**config.mk**
```make
export PLATFORM = sky130hd
export DESIGN_NAME = div_sequencer
export DESIGN_NICKNAME = d
export VERILOG_FILES = /design/src/rtl/div_pkg.sv /design/src/rtl/div_step.sv /design/src/rtl/div_sequencer.sv
export SDC_FILE = /design/constraint.sdc
export NUM_CORES = 1
export LEC_CHECK = 0
export ABC_AREA = 1
export ABC_CLOCK_PERIOD_IN_PS = 5540
export CORE_MARGIN = 10
export CORE_UTILIZATION = 45
export CTS_CLUSTER_SIZE = 20
export DETAILED_ROUTE_END_ITERATION = 16
export PLACE_DENSITY_LB_ADDON = 0.05
export SETUP_SLACK_MARGIN = 0.2
export SYNTH_ARGS = -nofsm -noshare
export SYNTH_HDL_FRONTEND = slang
export SYNTH_HIERARCHICAL = 1
export SYNTH_SLANG_ARGS = --single-unit
```
**constraint.sdc**
```tcl
create_clock -name clk -period 5.54 [get_ports clk]
set_input_delay 0.554 -clock clk [delete_from_list [all_inputs] [get_ports clk]]
set_output_delay 0.554 -clock clk [all_outputs]
set_load 0.1 [all_outputs]
```
**src/rtl/div_pkg.sv**
```systemverilog
// Shared types and constants for the sequenced restoring divider.
package div_pkg;

  localparam int DEF_WIDTH = 4;
  localparam int QUOT_LSB  = 0;
  localparam int REM_LSB   = DEF_WIDTH;

  typedef enum logic [1:0] {
    IDLE,
    CALC,
    DONE
  } state_e;

endpackage

```
**src/rtl/div_step.sv**
```systemverilog
// One restoring-division step: shift a dividend bit into the partial remainder and conditionally subtract.
module div_step #(
  parameter int WIDTH = 4
) (
  input  logic [WIDTH-1:0] rem_i,
  input  logic             dvd_bit_i,
  input  logic [WIDTH-1:0] divisor_i,
  output logic [WIDTH-1:0] rem_o,
  output logic             q_bit_o
);

  logic [WIDTH:0] shifted;
  logic [WIDTH:0] diff;

  // Partial remainder stays below the divisor, so the shifted value fits in WIDTH+1 bits
  // and the borrow out of the extra bit is an exact "shifted < divisor" indicator.
  always_comb begin
    shifted = {rem_i, dvd_bit_i};
    diff    = shifted - {1'b0, divisor_i};
    q_bit_o = ~diff[WIDTH];
    rem_o   = q_bit_o ? diff[WIDTH-1:0] : shifted[WIDTH-1:0];
  end

endmodule

```
**src/rtl/div_sequencer.sv**
```systemverilog
// Multi-cycle unsigned restoring divider: one quotient bit per clock behind valid/ready handshakes.
module div_sequencer
  import div_pkg::*;
#(
  parameter int WIDTH = DEF_WIDTH
) (
  input  logic               clk,
  input  logic               rst,
  input  logic               in_valid,
  output logic               in_ready,
  input  logic [WIDTH-1:0]   A,
  input  logic [WIDTH-1:0]   B,
  output logic               out_valid,
  input  logic               out_ready,
  output logic [2*WIDTH-1:0] result,
  output logic               dbz,
  output logic               busy
);

  localparam int CNT_W   = (WIDTH > 1) ? $clog2(WIDTH) : 1;
  localparam int REM_OFS = (WIDTH == DEF_WIDTH) ? REM_LSB : QUOT_LSB + WIDTH;

  state_e             state_q, state_d;
  logic [WIDTH-1:0]   dvd_q, dvd_d;
  logic [WIDTH-1:0]   rem_q, rem_d;
  logic [WIDTH-1:0]   div_q, div_d;
  logic [CNT_W-1:0]   cnt_q, cnt_d;
  logic               dbz_q, dbz_d;

  logic [WIDTH-1:0]   step_rem;
  logic               step_bit;

  div_step #(
    .WIDTH(WIDTH)
  ) u_step (
    .rem_i     (rem_q),
    .dvd_bit_i (dvd_q[WIDTH-1]),
    .divisor_i (div_q),
    .rem_o     (step_rem),
    .q_bit_o   (step_bit)
  );

  // The dividend register doubles as the quotient: it shifts left and each new bit enters at the LSB.
  always_comb begin
    state_d = state_q;
    dvd_d   = dvd_q;
    rem_d   = rem_q;
    div_d   = div_q;
    cnt_d   = cnt_q;
    dbz_d   = dbz_q;
    case (state_q)
      IDLE: begin
        if (in_valid) begin
          div_d = B;
          if (B == '0) begin
            state_d = DONE;
            dbz_d   = 1'b1;
            dvd_d   = '1;
            rem_d   = A;
          end else begin
            state_d = CALC;
            dvd_d   = A;
            rem_d   = '0;
            cnt_d   = CNT_W'(WIDTH - 1);
          end
        end
      end
      CALC: begin
        rem_d = step_rem;
        dvd_d = (dvd_q << 1) | WIDTH'(step_bit);
        if (cnt_q == '0) begin
          state_d = DONE;
        end else begin
          cnt_d = cnt_q - CNT_W'(1);
        end
      end
      DONE: begin
        if (out_ready) begin
          state_d = IDLE;
          dbz_d   = 1'b0;
        end
      end
      default: state_d = IDLE;
    endcase
  end

  always_ff @(posedge clk) begin
    if (rst) begin
      state_q <= IDLE;
      dvd_q   <= '0;
      rem_q   <= '0;
      div_q   <= '0;
      cnt_q   <= '0;
      dbz_q   <= 1'b0;
    end else begin
      state_q <= state_d;
      dvd_q   <= dvd_d;
      rem_q   <= rem_d;
      div_q   <= div_d;
      cnt_q   <= cnt_d;
      dbz_q   <= dbz_d;
    end
  end

  always_comb begin
    result                    = '0;
    result[QUOT_LSB +: WIDTH] = dvd_q;
    result[REM_OFS +: WIDTH]  = rem_q;
  end

  assign in_ready  = (state_q == IDLE);
  assign out_valid = (state_q == DONE);
  assign busy      = (state_q == CALC) || (state_q == DONE);
  assign dbz       = dbz_q;

endmodule
```
==> impl_results.md <==
- Status: finished clean
- GP Congestion: 0.794
- TritonRoute pass-1 iters: 4
- Register area share after synthesis: 28.4%
- Initial DRC Count: 53
- Final Setup Violations: 0
- I/O Buffers: 23
- Nets: 232
- Peak Freq: 0.360 GHz
- Area of the die: ~5100 µm²
- Area leader, netlist: dfxtp_1
- Max-slew violation count: 0
- Post-DP Area: ~1500 µm²
- Share of cells above drive strength 1: under 10%
- Crit path DAT: between 2 and 2.5 ns
- Crit share post-route: about 50%
- Flops & latches, synth: 17
- Sink Count: 17
- PostCTS Resize Cnt: 0
- Area of the mapped netlist: 1200 µm²
- Routed WL: 2860 µm
- Die width: 71.6 µm
- Area of the multi-input gates: between 700 and 800 µm²
- Final Cell Area: ~1500 µm²
- Yosys top cell area share: between 20% and 30%
- Global-route wire length before repair: between 4000 and 5000 µm
- Root buf cell: clkbuf_4
- Syn avg cell area: 6.55 µm²
- Synth top area cells: dfxtp_1, nand2_1, ha_1
- Top FF cell, synth: dfxtp_1
- I/O Pins: 24
- Syn nets: 206
- Max Fanout on Critical Path: 4
- Ys Warns: 6
- GRT Overall Usage: 11.2%
- Post-cts hold buffer count: 0
- Register area: 340 µm²
- Core area: between 2000 and 2500 µm²
- Fillers: 244
- Post-synth EDFFs: 0
- Via count: roughly 1200
- Top delay family on crit path: buffers and inverters
- Setup_tns: 0 ns
- Via density: between 4 and 5
- Post-synth top cells: nand2_1, inv_1, nor2_1
- Number of global-route vias before repair: about 1100
- Fin. Hold Viols: 0
- Nature of the critical path endpoint: primary output
- Ys async rst share: 0%
- Layout area overhead: 23.8%
- CTS tree: yes
- Clock buffer depth: 2
- CTS clk-pin slew, worst paths: approximately 0.10 ns
- CP Cell Sequence: inv_1, ha_1, clkdlybuf4s50_1
- Buf/Inv on CP: 2
- Tmin final: about 2.8 ns
- CTS Buf Count: 3
- Grt ovf: 0
- Initial antenna violation count: 0
- Worst path slowest cell: clkdlybuf4s50_1
- Fin Clk Skew: about 0.0018 ns
- Dominant cell by count in the synthesized netlist: nand2_1
- Routed Antenna Nets: 0
- Dpl hpwl: between 2000 and 2500 µm
- Skew-Pair Late Insertion Delay: 0.29 ns
- Avg WL per Cell: roughly 12 µm
- Cells after Synth: ~180
- Initial Utilization: a little under half
- Maxcap violations: 0
- Setup crit start kind: flop
- # DRC: 0
- Die Ht: between 70 and 80 µm
- Rows: 18
- Clock H-tree levels: 1
- RSZ-0062 raised after global routing: false
- Worst hold path class: flop to flop
- Worst Tran Pin Value: 0.994 ns
- N_diodes: 0
- CP required: 4.99 ns
- Setup Fix Bufs, Post-CTS: 0
- Kind of critical path: flop to primary output
- Max-slew headroom: about a third
- Yosys cell types: 23
- Pin count of the biggest net entering global routing: 16
- CP max stage delay: roughly 1.1 ns
==> state kept, by name, indices dropped and copies added (netlist names) <==
name and cells:
cnt_q 2, dbz 1, div_q 4, dvd_q 4, rem_q 4, state_q 2
==> routing by layer <==
| metal | global-route usage [%] | routed length, µm | vias to the layer above |
|---|---|---|---|
| li1 | - | - | 628 |
| met1 | 13.4 | 1270 | 517 |
| met2 | 18.0 | 1360 | 27 |
| met3 | 5.23 | 223 | 2 |
| met4 | 1.94 | 14 | 0 |
| met5 | 0 | 0 | - |
==> path summary, 6_finish.rpt <==
path	slack, ns	from	to	depth (start not counted)
max reg2reg	3.52	dvd_q[3]$_SDFFE_PP0P_	dvd_q[0]$_SDFFE_PP0P_	11
min reg2reg	0.49	cnt_q[1]$_SDFFE_PP0P_	cnt_q[1]$_SDFFE_PP0P_	2
max	2.76	state_q[0]$_SDFFE_PP0P_	busy	3
min	0.49	cnt_q[1]$_SDFFE_PP0P_	cnt_q[1]$_SDFFE_PP0P_	2
==> final cells by class <==
cell class | instances | area share (%)
tap | 30 | 2.53
clock buffer | 4 | 1.77
timing repair buffer | 23 | 15.5
multi-input combinational | 134 | 49.7
inverter | 30 | 7.59
sequential | 17 | 22.9
==> through the flow <==
stage | worst slack, ns | hold slack (ns) | util, % | instances
4_1_cts | 2.75 | 0.494 | 59.4 | 238
2_1_floorplan | 3.03 | 0.452 | - | 183
3_3_place_gp | 3.14 | 0.468 | 58.3 | 234
5_1_grt | 2.65 | 0.538 | 59.4 | 238
3_5_place_dp | 3.09 | 0.470 | 58.3 | 234
6_report | 2.76 | 0.489 | 59.4 | 238
==> tightest hold or removal path, cell delays in order (launching register included) <==
cell and delay [ns]:
dfxtp_1 0.34, a21oi_1 0.04, nor2_1 0.08
==> cell families (layout without fill, tap and decap cells) <==
| group | Yosys count | in the layout | share of synthesized area (%) |
|---|---|---|---|
| flip-flops | 17 | 17 | 28.4 |
| buffers and inverters | 32 | 57 | 10.1 |
| XOR/XNOR | 1 | 1 | 0.731 |
| AND/OR/NAND/NOR | 91 | 91 | 35.7 |
| AO/OA/AOI/OAI | 31 | 31 | 12.9 |
| adder cells (fa/ha/maj) | 11 | 11 | 12.1 |
==> cells in the final DEF, fill, tap and decap left out <==
cell	count
inv_2	2
inv_1	28
clkdlybuf4s50_1	23
clkbuf_4	3
a21oi_1	15
ha_1	10
dfxtp_1	17
nor3_1	2
o21ai_0	16
fa_1	1
nand3_4	1
nand3b_1	1
nand2_2	2
nor2_2	1
nand3_1	12
nand3_2	1
nand4_1	2
clkbuf_1	1
nand2_4	3
nor2_1	27
nand2_1	37
or2_1	1
xnor2_1	1
nor2_4	1
Power is left out: the tool's default activity adds up to more than one toggle a clock period on the data nets, which glitch-free logic cannot reach.
